**config.mk**
```make
export PLATFORM = sky130hd
export DESIGN_NAME = lcd_nibble_receiver
export DESIGN_NICKNAME = d
export VERILOG_FILES = /design/src/rtl/lcd_nibble_receiver.sv
export SDC_FILE = /design/constraint.sdc
export NUM_CORES = 1
export LEC_CHECK = 0
export BUFFER_PORTS_ARGS = -buffer_cell sky130_fd_sc_hd__buf_2
export CAP_MARGIN = 20
export CORE_ASPECT_RATIO = 1.4
export CORE_MARGIN = 4
export CORE_UTILIZATION = 60
export DETAILED_ROUTE_END_ITERATION = 7
export PLACE_DENSITY = 0.77
export SETUP_SLACK_MARGIN = 0.5
export SYNTH_ARGS = -nofsm -noshare
export SYNTH_HDL_FRONTEND = slang
export SYNTH_SLANG_ARGS = --single-unit
```
**constraint.sdc**
```tcl
create_clock -name clk -period 1.9 [get_ports clk]
set_input_delay 0.38 -clock clk [delete_from_list [all_inputs] [get_ports clk]]
set_output_delay 0.38 -clock clk [all_outputs]
set_load 0.005 [all_outputs]
```
**src/rtl/lcd_nibble_receiver.sv**
```systemverilog
`default_nettype none
// ============================================================================
// Module   : lcd_nibble_receiver
// Purpose  : Responder for a 4-bit character-LCD write bus. Registers the
//            bus, counts init nibbles, pairs nibbles into bytes, tracks the
//            DDRAM address and raises sticky timing/protocol error flags.
// Revision : 1.0 - initial release
// ============================================================================
module lcd_nibble_receiver #(
    parameter int unsigned INIT_NIBBLES = 4,
    parameter int unsigned MIN_E_HIGH   = 12,
    parameter int unsigned MIN_NIB_GAP  = 50,
    parameter int unsigned PAIR_TIMEOUT = 4000
) (
    input  logic       clk,
    input  logic       reset_n,
    input  logic       lcd_rs,
    input  logic       lcd_w,
    input  logic       lcd_e,
    input  logic [3:0] data,
    input  logic       err_clr,
    output logic       init_done,
    output logic       byte_valid,
    output logic [7:0] byte_data,
    output logic       byte_rs,
    output logic [6:0] ddram_addr,
    output logic       read_seen,
    output logic       pulse_err,
    output logic       gap_err,
    output logic       sync_err
);

    localparam int unsigned c_ic_w = (INIT_NIBBLES > 1) ? $clog2(INIT_NIBBLES) : 1;
    localparam int unsigned c_pt_w = $clog2(PAIR_TIMEOUT + 1);

    localparam logic [c_ic_w-1:0] c_init_last    = c_ic_w'(INIT_NIBBLES - 1);
    localparam logic [c_pt_w-1:0] c_pair_timeout = c_pt_w'(PAIR_TIMEOUT);
    localparam logic [15:0]       c_min_e_high   = 16'(MIN_E_HIGH);
    localparam logic [15:0]       c_min_nib_gap  = 16'(MIN_NIB_GAP);
    localparam logic [15:0]       c_cnt_max      = 16'hFFFF;

    localparam logic [1:0] c_st_init = 2'd0;
    localparam logic [1:0] c_st_hi   = 2'd1;
    localparam logic [1:0] c_st_lo   = 2'd2;

    // ------------------------------------------------------------------
    // Input stage
    // ------------------------------------------------------------------
    logic       r_rs;
    logic       r_w;
    logic       r_e;
    logic [3:0] r_data;
    logic       r_e_prev;
    logic       r_hold_rs;
    logic       r_hold_w;
    logic [3:0] r_hold_data;
    logic       r_fall_q;

    logic w_fall;
    logic w_rise;
    logic w_wr_fall;
    logic w_rd_fall;

    always_ff @(posedge clk or negedge reset_n) begin
        if (!reset_n) begin
            r_rs        <= 1'b0;
            r_w         <= 1'b0;
            r_e         <= 1'b0;
            r_data      <= 4'h0;
            r_e_prev    <= 1'b0;
            r_hold_rs   <= 1'b0;
            r_hold_w    <= 1'b0;
            r_hold_data <= 4'h0;
            r_fall_q    <= 1'b0;
        end else begin
            r_rs     <= lcd_rs;
            r_w      <= lcd_w;
            r_e      <= lcd_e;
            r_data   <= data;
            r_e_prev <= r_e;
            r_fall_q <= w_fall;
            if (r_e) begin
                r_hold_rs   <= r_rs;
                r_hold_w    <= r_w;
                r_hold_data <= r_data;
            end
        end
    end

    assign w_fall    = r_e_prev & ~r_e;
    assign w_rise    = ~r_e_prev & r_e;
    // Nibble consumption happens one cycle after the detected fall.
    assign w_wr_fall = r_fall_q & ~r_hold_w;
    assign w_rd_fall = r_fall_q & r_hold_w;

    // ------------------------------------------------------------------
    // Strobe timing counters. Both count the cycle of the edge itself, so
    // the value seen at the opposite edge equals the number of samples.
    // ------------------------------------------------------------------
    logic [15:0] r_e_cnt;
    logic [15:0] r_gap_cnt;
    logic        r_rise_seen;

    always_ff @(posedge clk or negedge reset_n) begin
        if (!reset_n) begin
            r_e_cnt     <= 16'h0;
            r_gap_cnt   <= 16'h0;
            r_rise_seen <= 1'b0;
        end else begin
            if (w_rise) begin
                r_e_cnt     <= 16'h1;
                r_rise_seen <= 1'b1;
            end else if (r_e && (r_e_cnt != c_cnt_max)) begin
                r_e_cnt <= r_e_cnt + 16'h1;
            end

            if (w_fall) begin
                r_gap_cnt <= 16'h1;
            end else if (!r_e && (r_gap_cnt != c_cnt_max)) begin
                r_gap_cnt <= r_gap_cnt + 16'h1;
            end
        end
    end

    logic w_pulse_evt;
    logic w_gap_evt;

    assign w_pulse_evt = w_fall & (r_e_cnt < c_min_e_high);
    assign w_gap_evt   = w_rise & r_rise_seen & (r_gap_cnt < c_min_nib_gap);

    // ------------------------------------------------------------------
    // Nibble pairing state machine
    // ------------------------------------------------------------------
    logic [1:0]        r_state;
    logic [c_ic_w-1:0] r_init_cnt;
    logic [3:0]        r_hi_nib;
    logic              r_hi_rs;
    logic [c_pt_w-1:0] r_pair_cnt;
    logic              r_init_done;
    logic              r_byte_valid;
    logic [7:0]        r_byte_data;
    logic              r_byte_rs;
    logic [6:0]        r_ddram_addr;
    logic              r_read_seen;

    logic [7:0] w_new_byte;
    logic       w_rs_match;
    logic       w_timeout;
    logic       w_sync_evt;
    logic [6:0] w_addr_next;

    assign w_new_byte = {r_hi_nib, r_hold_data};
    assign w_rs_match = (r_hold_rs == r_hi_rs);
    assign w_timeout  = (r_state == c_st_lo) && !w_wr_fall && (r_pair_cnt == c_pair_timeout);
    assign w_sync_evt = ((r_state == c_st_lo) && w_wr_fall && !w_rs_match) || w_timeout;

    // Data writes auto-increment across the two 40-character display lines.
    always_comb begin
        w_addr_next = r_ddram_addr;
        if (r_hold_rs) begin
            if (r_ddram_addr == 7'h27) begin
                w_addr_next = 7'h40;
            end else if (r_ddram_addr == 7'h67) begin
                w_addr_next = 7'h00;
            end else begin
                w_addr_next = r_ddram_addr + 7'h1;
            end
        end else if ((w_new_byte == 8'h01) || (w_new_byte == 8'h02)) begin
            w_addr_next = 7'h00;
        end else if (w_new_byte[7]) begin
            w_addr_next = w_new_byte[6:0];
        end
    end

    always_ff @(posedge clk or negedge reset_n) begin
        if (!reset_n) begin
            r_state      <= c_st_init;
            r_init_cnt   <= '0;
            r_hi_nib     <= 4'h0;
            r_hi_rs      <= 1'b0;
            r_pair_cnt   <= '0;
            r_init_done  <= 1'b0;
            r_byte_valid <= 1'b0;
            r_byte_data  <= 8'h00;
            r_byte_rs    <= 1'b0;
            r_ddram_addr <= 7'h00;
            r_read_seen  <= 1'b0;
        end else begin
            r_byte_valid <= 1'b0;
            r_read_seen  <= w_rd_fall;
            case (r_state)
                c_st_init: begin
                    if (w_wr_fall) begin
                        r_init_cnt <= r_init_cnt + 1'b1;
                        if (r_init_cnt == c_init_last) begin
                            r_init_done <= 1'b1;
                            r_state     <= c_st_hi;
                        end
                    end
                end
                c_st_hi: begin
                    if (w_wr_fall) begin
                        r_hi_nib   <= r_hold_data;
                        r_hi_rs    <= r_hold_rs;
                        r_pair_cnt <= '0;
                        r_state    <= c_st_lo;
                    end
                end
                c_st_lo: begin
                    if (w_wr_fall) begin
                        if (w_rs_match) begin
                            r_byte_valid <= 1'b1;
                            r_byte_data  <= w_new_byte;
                            r_byte_rs    <= r_hold_rs;
                            r_ddram_addr <= w_addr_next;
                            r_state      <= c_st_hi;
                        end else begin
                            // RS changed mid-byte: restart the pair from this nibble.
                            r_hi_nib   <= r_hold_data;
                            r_hi_rs    <= r_hold_rs;
                            r_pair_cnt <= '0;
                        end
                    end else if (w_timeout) begin
                        r_state <= c_st_hi;
                    end else begin
                        r_pair_cnt <= r_pair_cnt + 1'b1;
                    end
                end
                default: begin
                    r_state <= c_st_init;
                end
            endcase
        end
    end

    // ------------------------------------------------------------------
    // Sticky error flags; a new event wins over a simultaneous clear.
    // ------------------------------------------------------------------
    logic r_pulse_err;
    logic r_gap_err;
    logic r_sync_err;

    always_ff @(posedge clk or negedge reset_n) begin
        if (!reset_n) begin
            r_pulse_err <= 1'b0;
            r_gap_err   <= 1'b0;
            r_sync_err  <= 1'b0;
        end else begin
            if (w_pulse_evt) begin
                r_pulse_err <= 1'b1;
            end else if (err_clr) begin
                r_pulse_err <= 1'b0;
            end

            if (w_gap_evt) begin
                r_gap_err <= 1'b1;
            end else if (err_clr) begin
                r_gap_err <= 1'b0;
            end

            if (w_sync_evt) begin
                r_sync_err <= 1'b1;
            end else if (err_clr) begin
                r_sync_err <= 1'b0;
            end
        end
    end

    assign init_done  = r_init_done;
    assign byte_valid = r_byte_valid;
    assign byte_data  = r_byte_data;
    assign byte_rs    = r_byte_rs;
    assign ddram_addr = r_ddram_addr;
    assign read_seen  = r_read_seen;
    assign pulse_err  = r_pulse_err;
    assign gap_err    = r_gap_err;
    assign sync_err   = r_sync_err;

endmodule
`default_nettype wire

```
# Word level (Yosys, flattened, before mapping)
# Index checks and enable logic that the tools add are counted.
[word_totals] register_bits=91 input_bits=10 output_inout_bits=22 elab_cells=125
[classes] addsub=5 magnitude_cmp=2 eq_ne=20 n_mux=36 bitwise=10 n_reduce_logical=26
[op_table] operator="$mux W16" n=4
[op_table] operator="$mux W12" n=4
[op_table] operator="$mux W7" n=5
[op_table] operator="$add A16 B1 Y16 const B" n=2
[op_table] operator="$ne A16 B16 Y1 const B" n=2
[op_table] operator="$pmux W12 S2" n=1
[op_table] operator="$lt A16 B4 Y1 const B" n=1
[op_table] operator="$lt A16 B6 Y1 const B" n=1
[op_table] operator="$add A12 B1 Y12 const B" n=1
[op_table] operator="$eq A12 B12 Y1 const B" n=1
[op_table] operator="$mux W2" n=6
[op_table] operator="$mux W4" n=3
[op_table] operator="$ne A3 B3 Y1 const B" n=4
[op_table] operator="$reduce_and A4 Y1" n=3
[op_table] operator="$reduce_bool A2 Y1" n=6
[op_table] operator="$mux W1" n=10
[op_table] operator="$ne A2 B2 Y1 const B" n=5
[op_table] operator="$eq A8 B1 Y1 const B" n=1
[op_table] operator="$eq A8 B2 Y1 const B" n=1
[op_table] operator="$pmux W4 S2" n=1
[op_table] operator="$add A7 B1 Y7 const B" n=1
[op_table] operator="$and A1 B1 Y1" n=7
[op_table] operator="$eq A7 B6 Y1 const B" n=1
[op_table] operator="$eq A7 B7 Y1 const B" n=1
[op_table] operator="other kinds (15)" n=27

# Longest topological paths before layout
[depth] depth_word=8 ltp_mapped=8

# Worst setup path after synthesis
# No wires, ideal clock.
[synth_path] path_type="register to register" startpoint="reg r_e_cnt[0]" endpoint="reg r_e_cnt[0]" setup_ns=0.125 arrival_time_ns=1.587 path_slack_ns=0.188 stages_incl_launch_ff=8 n_path_buf=1 synth_period_minus_slack_ns=1.712 path_cell_list="dfrtp_1 -> ha_1 -> and4_1 -> buf_2 -> and4_1 -> nand2b_4 -> nand2_1 -> mux2_2"
[synth_between] elab_chain_len=3 elab_cells_between_ends=6
[synth_rtl] element="start: declaration" line_no="100" source="logic [15:0] r_e_cnt;"
[synth_rtl] element="start signal: assignment" line_no="114" source="r_e_cnt <= r_e_cnt + 16'h1;"
[synth_rtl] element="$add A16 B1 Y16 / $ne A16 B16 Y1 (equally long branches)" line_no="114, 113"
[synth_rtl] element="$mux W16 / $logic_and A1 B1 Y1 (equally long branches)" line_no="113" source="end else if (r_e && (r_e_cnt != c_cnt_max)) begin"
[synth_rtl] element="$mux W16 / $reduce_bool A2 Y1 (equally long branches)"
# Several ways; a longest one is shown, not always the timed one. The select of a mux whose other input is x is not followed.
# A chain may end at the register's enable or synchronous reset.

# Worst setup path after layout
[layout_path] startpoint="reg r_pair_cnt[0]" endpoint="reg r_pair_cnt[2]"
[layout_between] elab_chain_len=4 elab_cells_between_ends=8
[layout_rtl] element="start: declaration" line_no="138" source="logic [c_pt_w-1:0] r_pair_cnt;"
[layout_rtl] element="start signal: assignment" line_no="226" source="r_pair_cnt <= r_pair_cnt + 1'b1;"
[layout_rtl] element="$add A12 B1 Y12 / $eq A12 B12 Y1 (equally long branches)" line_no="226, 154"
[layout_rtl] element="$mux W12 / $logic_and A1 B1 Y1 (equally long branches)" line_no="223, 154"
[layout_rtl] element="$mux W12 / $ne A3 B3 Y1 (equally long branches)"
[layout_rtl] element="$pmux W12 S2 / $reduce_and A4 Y1 (equally long branches)"
# Several ways; a longest one is shown, not always the timed one. The select of a mux whose other input is x is not followed.

==> results.cfg <==
[outcome]
outcome = finished, final reports clean

[worst_hold_path]
min_path_type = input port to async pin

[global_route]
grt_max_degree = 42
grt_pass1_wl_mm = 20.7
antenna_found_initial = 0
grt_overflow = 0
grtUsageTotal_pct = 30.3
grt_use_met1_pct = 35.8
met2_usage_pct = 52.3
grt_pass1_vias = 4238
use_met3_pct = 5.37
grt.busiest_layer = met2

[sta]
final_max_slew_viol_count = 0
min_period_ns = 1.85
tns_ns = 0
tightestPinTransition_ns = 0.549
hold_violations = 0
skew_ns = 0.0104
fin_crit_sh_pct = 97.4
slew_headroom_pct = 63.4
rsz0062_at_grt = yes
setup_viol = 0
clock.fmax_mhz = 541

[yosys]
yosys.area.top_type = dfrtp_1
syn_nets = 466
synth_top_cells_by_count = dfrtp_1, nand2_1, nor2_1
ys_warn_count = 0
synth_top_area_share_pct = 50.8
synth-edff-count = 0
ys.flop_type = dfrtp_1
avgSynthCellArea_um2 = 9.95
async_flop_share_pct = 100
synth.most_common_cell = dfrtp_1
ys_seq_area_share_pct = 50.8
ys_ff_latch = 91
synth_cells = 450
netlist-cell-type-count = 64
synth_area_leaders = dfrtp_1, nand2_1, o21ai_0, mux2_2, nand3_1
syn_area_um2 = 4480

[pwr]
powerDensity_nw_per_um2 = 948
ir_drop_v = 0.000784
p_leak_nw = 2.87

[place]
gp_congestion = 0.883
io_buffers = 31
post_dp_cell_area_um2 = 4970
dpl.cell_count = 574
dp_hpwl_mm = 6.97

[die]
die_h_um = 110
die-area_um2 = 8930
core_area_um2 = 7310
rows = 37
die_w_um = 81.0
initial_core_util_pct = 61.2
io_pins = 32

[finish]
drive_above_1_share_pct = 52.0
diodes = 0
syn2layout_area_growth_pct = 47.7
layout.cells.non_filler = 683
layout.nets = 597
post-route-cell-area_um2 = 6620

[clock_network]
clkTransAtPathRegs_ns = 0.09
cts_hold_buf = 0
insertion_delay_ns = 0.37
clockBufferDepth = 2
cts_tree = yes
root_buffer = clkbuf_8
cts_buffers = 9
clock-sinks = 91
cts.htree.levels = 3

[routing]
drt_wl_total_mm = 16.8
drc = 0
route.vias.total = 4688
drt-pass1-iter-count = 5
drtIter0Drc = 542
wl_per_cell_um = 24.6
vias_per_cell = 6.86
ant_nets = 0

[critical_path]
worst-endpoint-arrival_ns = 2.10
path_max_fanout = 3
critPathKind = flop to flop
required_ns = 2.15
startpoint_type = flop
cp-end-kind = flop

[run]
cap_viol_max_count = 0
## repair_timing
item / in CTS / in global routing
resized for setup: 91 / 88
setup buffers: 54 / 34
gates cloned: 3 / 2
endpoints found under the hold margin: 0 / 0
pin swaps: 41 / 40
setup endpoints to repair: 69 / 72
## worst max-delay path: stages, from the launching register on
cell and delay [ns]:
dfrtp_1 0.43, inv_2 0.09, ha_4 0.13, nor4bb_4 0.23, nand4_1 0.28, o211ai_1 0.28, xnor2_1 0.14, and2_1 0.18
## path summary, 6_finish.rpt
path	to	slack, ns	cells past startpoint	startpoint
worst max-delay path	r_pair_cnt[2]$_DFFE_PN0P_	0.05	7	r_pair_cnt[0]$_DFFE_PN0P_
worst min-delay path	r_pair_cnt[0]$_DFFE_PN0P_	0.002	1	reset_n
worst max register to register	r_pair_cnt[2]$_DFFE_PN0P_	0.05	7	r_pair_cnt[0]$_DFFE_PN0P_
worst min register to register	r_hold_data[2]$_DFFE_PN0P_	0.48	1	r_data[2]$_DFF_PN0_
max in group asynchronous	r_e_cnt[5]$_DFFE_PN0P_	1.33	2	reset_n
min in group clk	r_rs$_DFF_PN0_	0.11	1	lcd_rs
## layout by cell type, fill, tap and decap left out, drive strengths merged, types with 4 or more instances in the layout
cell / netlist / layout
a21oi: 21 / 21
a31oi: 7 / 7
and3: 7 / 7
and4: 10 / 10
buf: 11 / 136
clkbuf: 7 / 14
dfrtp: 91 / 91
ha: 6 / 6
inv: 18 / 17
mux2: 12 / 12
nand2: 48 / 48
nand2b: 8 / 8
nand3: 26 / 26
nand4: 15 / 15
nor2: 29 / 29
nor2b: 5 / 5
nor3: 10 / 10
nor4: 12 / 12
o21ai: 30 / 30
o22ai: 4 / 4
o311ai: 6 / 6
o31ai: 8 / 8
or4: 5 / 5
xnor2: 8 / 8
xor2: 8 / 8
## flip-flops by register name, indices dropped and copies added, names as in the netlist, 2 cells and up
| signal | cells |
|---|---|
| byte_data | 8 |
| ddram_addr | 7 |
| r_data | 4 |
| r_e_cnt | 16 |
| r_gap_cnt | 16 |
| r_hi_nib | 4 |
| r_hold_data | 4 |
| r_init_cnt | 2 |
| r_pair_cnt | 12 |
| r_state | 2 |
## routing by layer
| metal | vias up | routed length (um) |
|---|---|---|
| met5 | - | 0 |
| met4 | 0 | 1210 |
| met3 | 132 | 1310 |
| met2 | 342 | 8410 |
| met1 | 2293 | 5880 |
| li1 | 1921 | - |
## where the power goes
group / internal, W / switching [W]
registers: 0.00224 / 0.000377
logic: 0.00106 / 0.00110
clock network: 0.000754 / 0.000736
## final cells by class
class	count	area [um2]
Tap cell	97	121
Clock buffer	13	179
Clock inverter	3	43.8
Inverter	18	73.8
Multi-Input combinational cell	323	2740
Sequential cell	91	2300
Fill cell	283	699
Timing Repair Buffer	138	1150
## logic make-up after synthesis
logic type	synth area share (%)
AO/OA/AOI/OAI	14.7
flip-flops	50.8
buffers and inverters	3.74
XOR/XNOR	3.30
adder cells (fa/ha/maj)	1.68
multiplexers	3.46
AND/OR/NAND/NOR	22.3
## metrics by stage
stage          hold WS, ns  util (%)  total power [W]  setup WS, ns
2_1_floorplan       0.0844         -          0.00325         0.248
5_1_grt             0.0310      90.4          0.00648       0.00809
4_1_cts             0.0144      81.7          0.00556         0.167
3_3_place_gp         0.395      68.0          0.00359         0.173
3_5_place_dp         0.396      68.0          0.00365         0.109
6_report           0.00200      90.4          0.00627        0.0503
No activity file was read; power rests on OpenSTA's default activity.
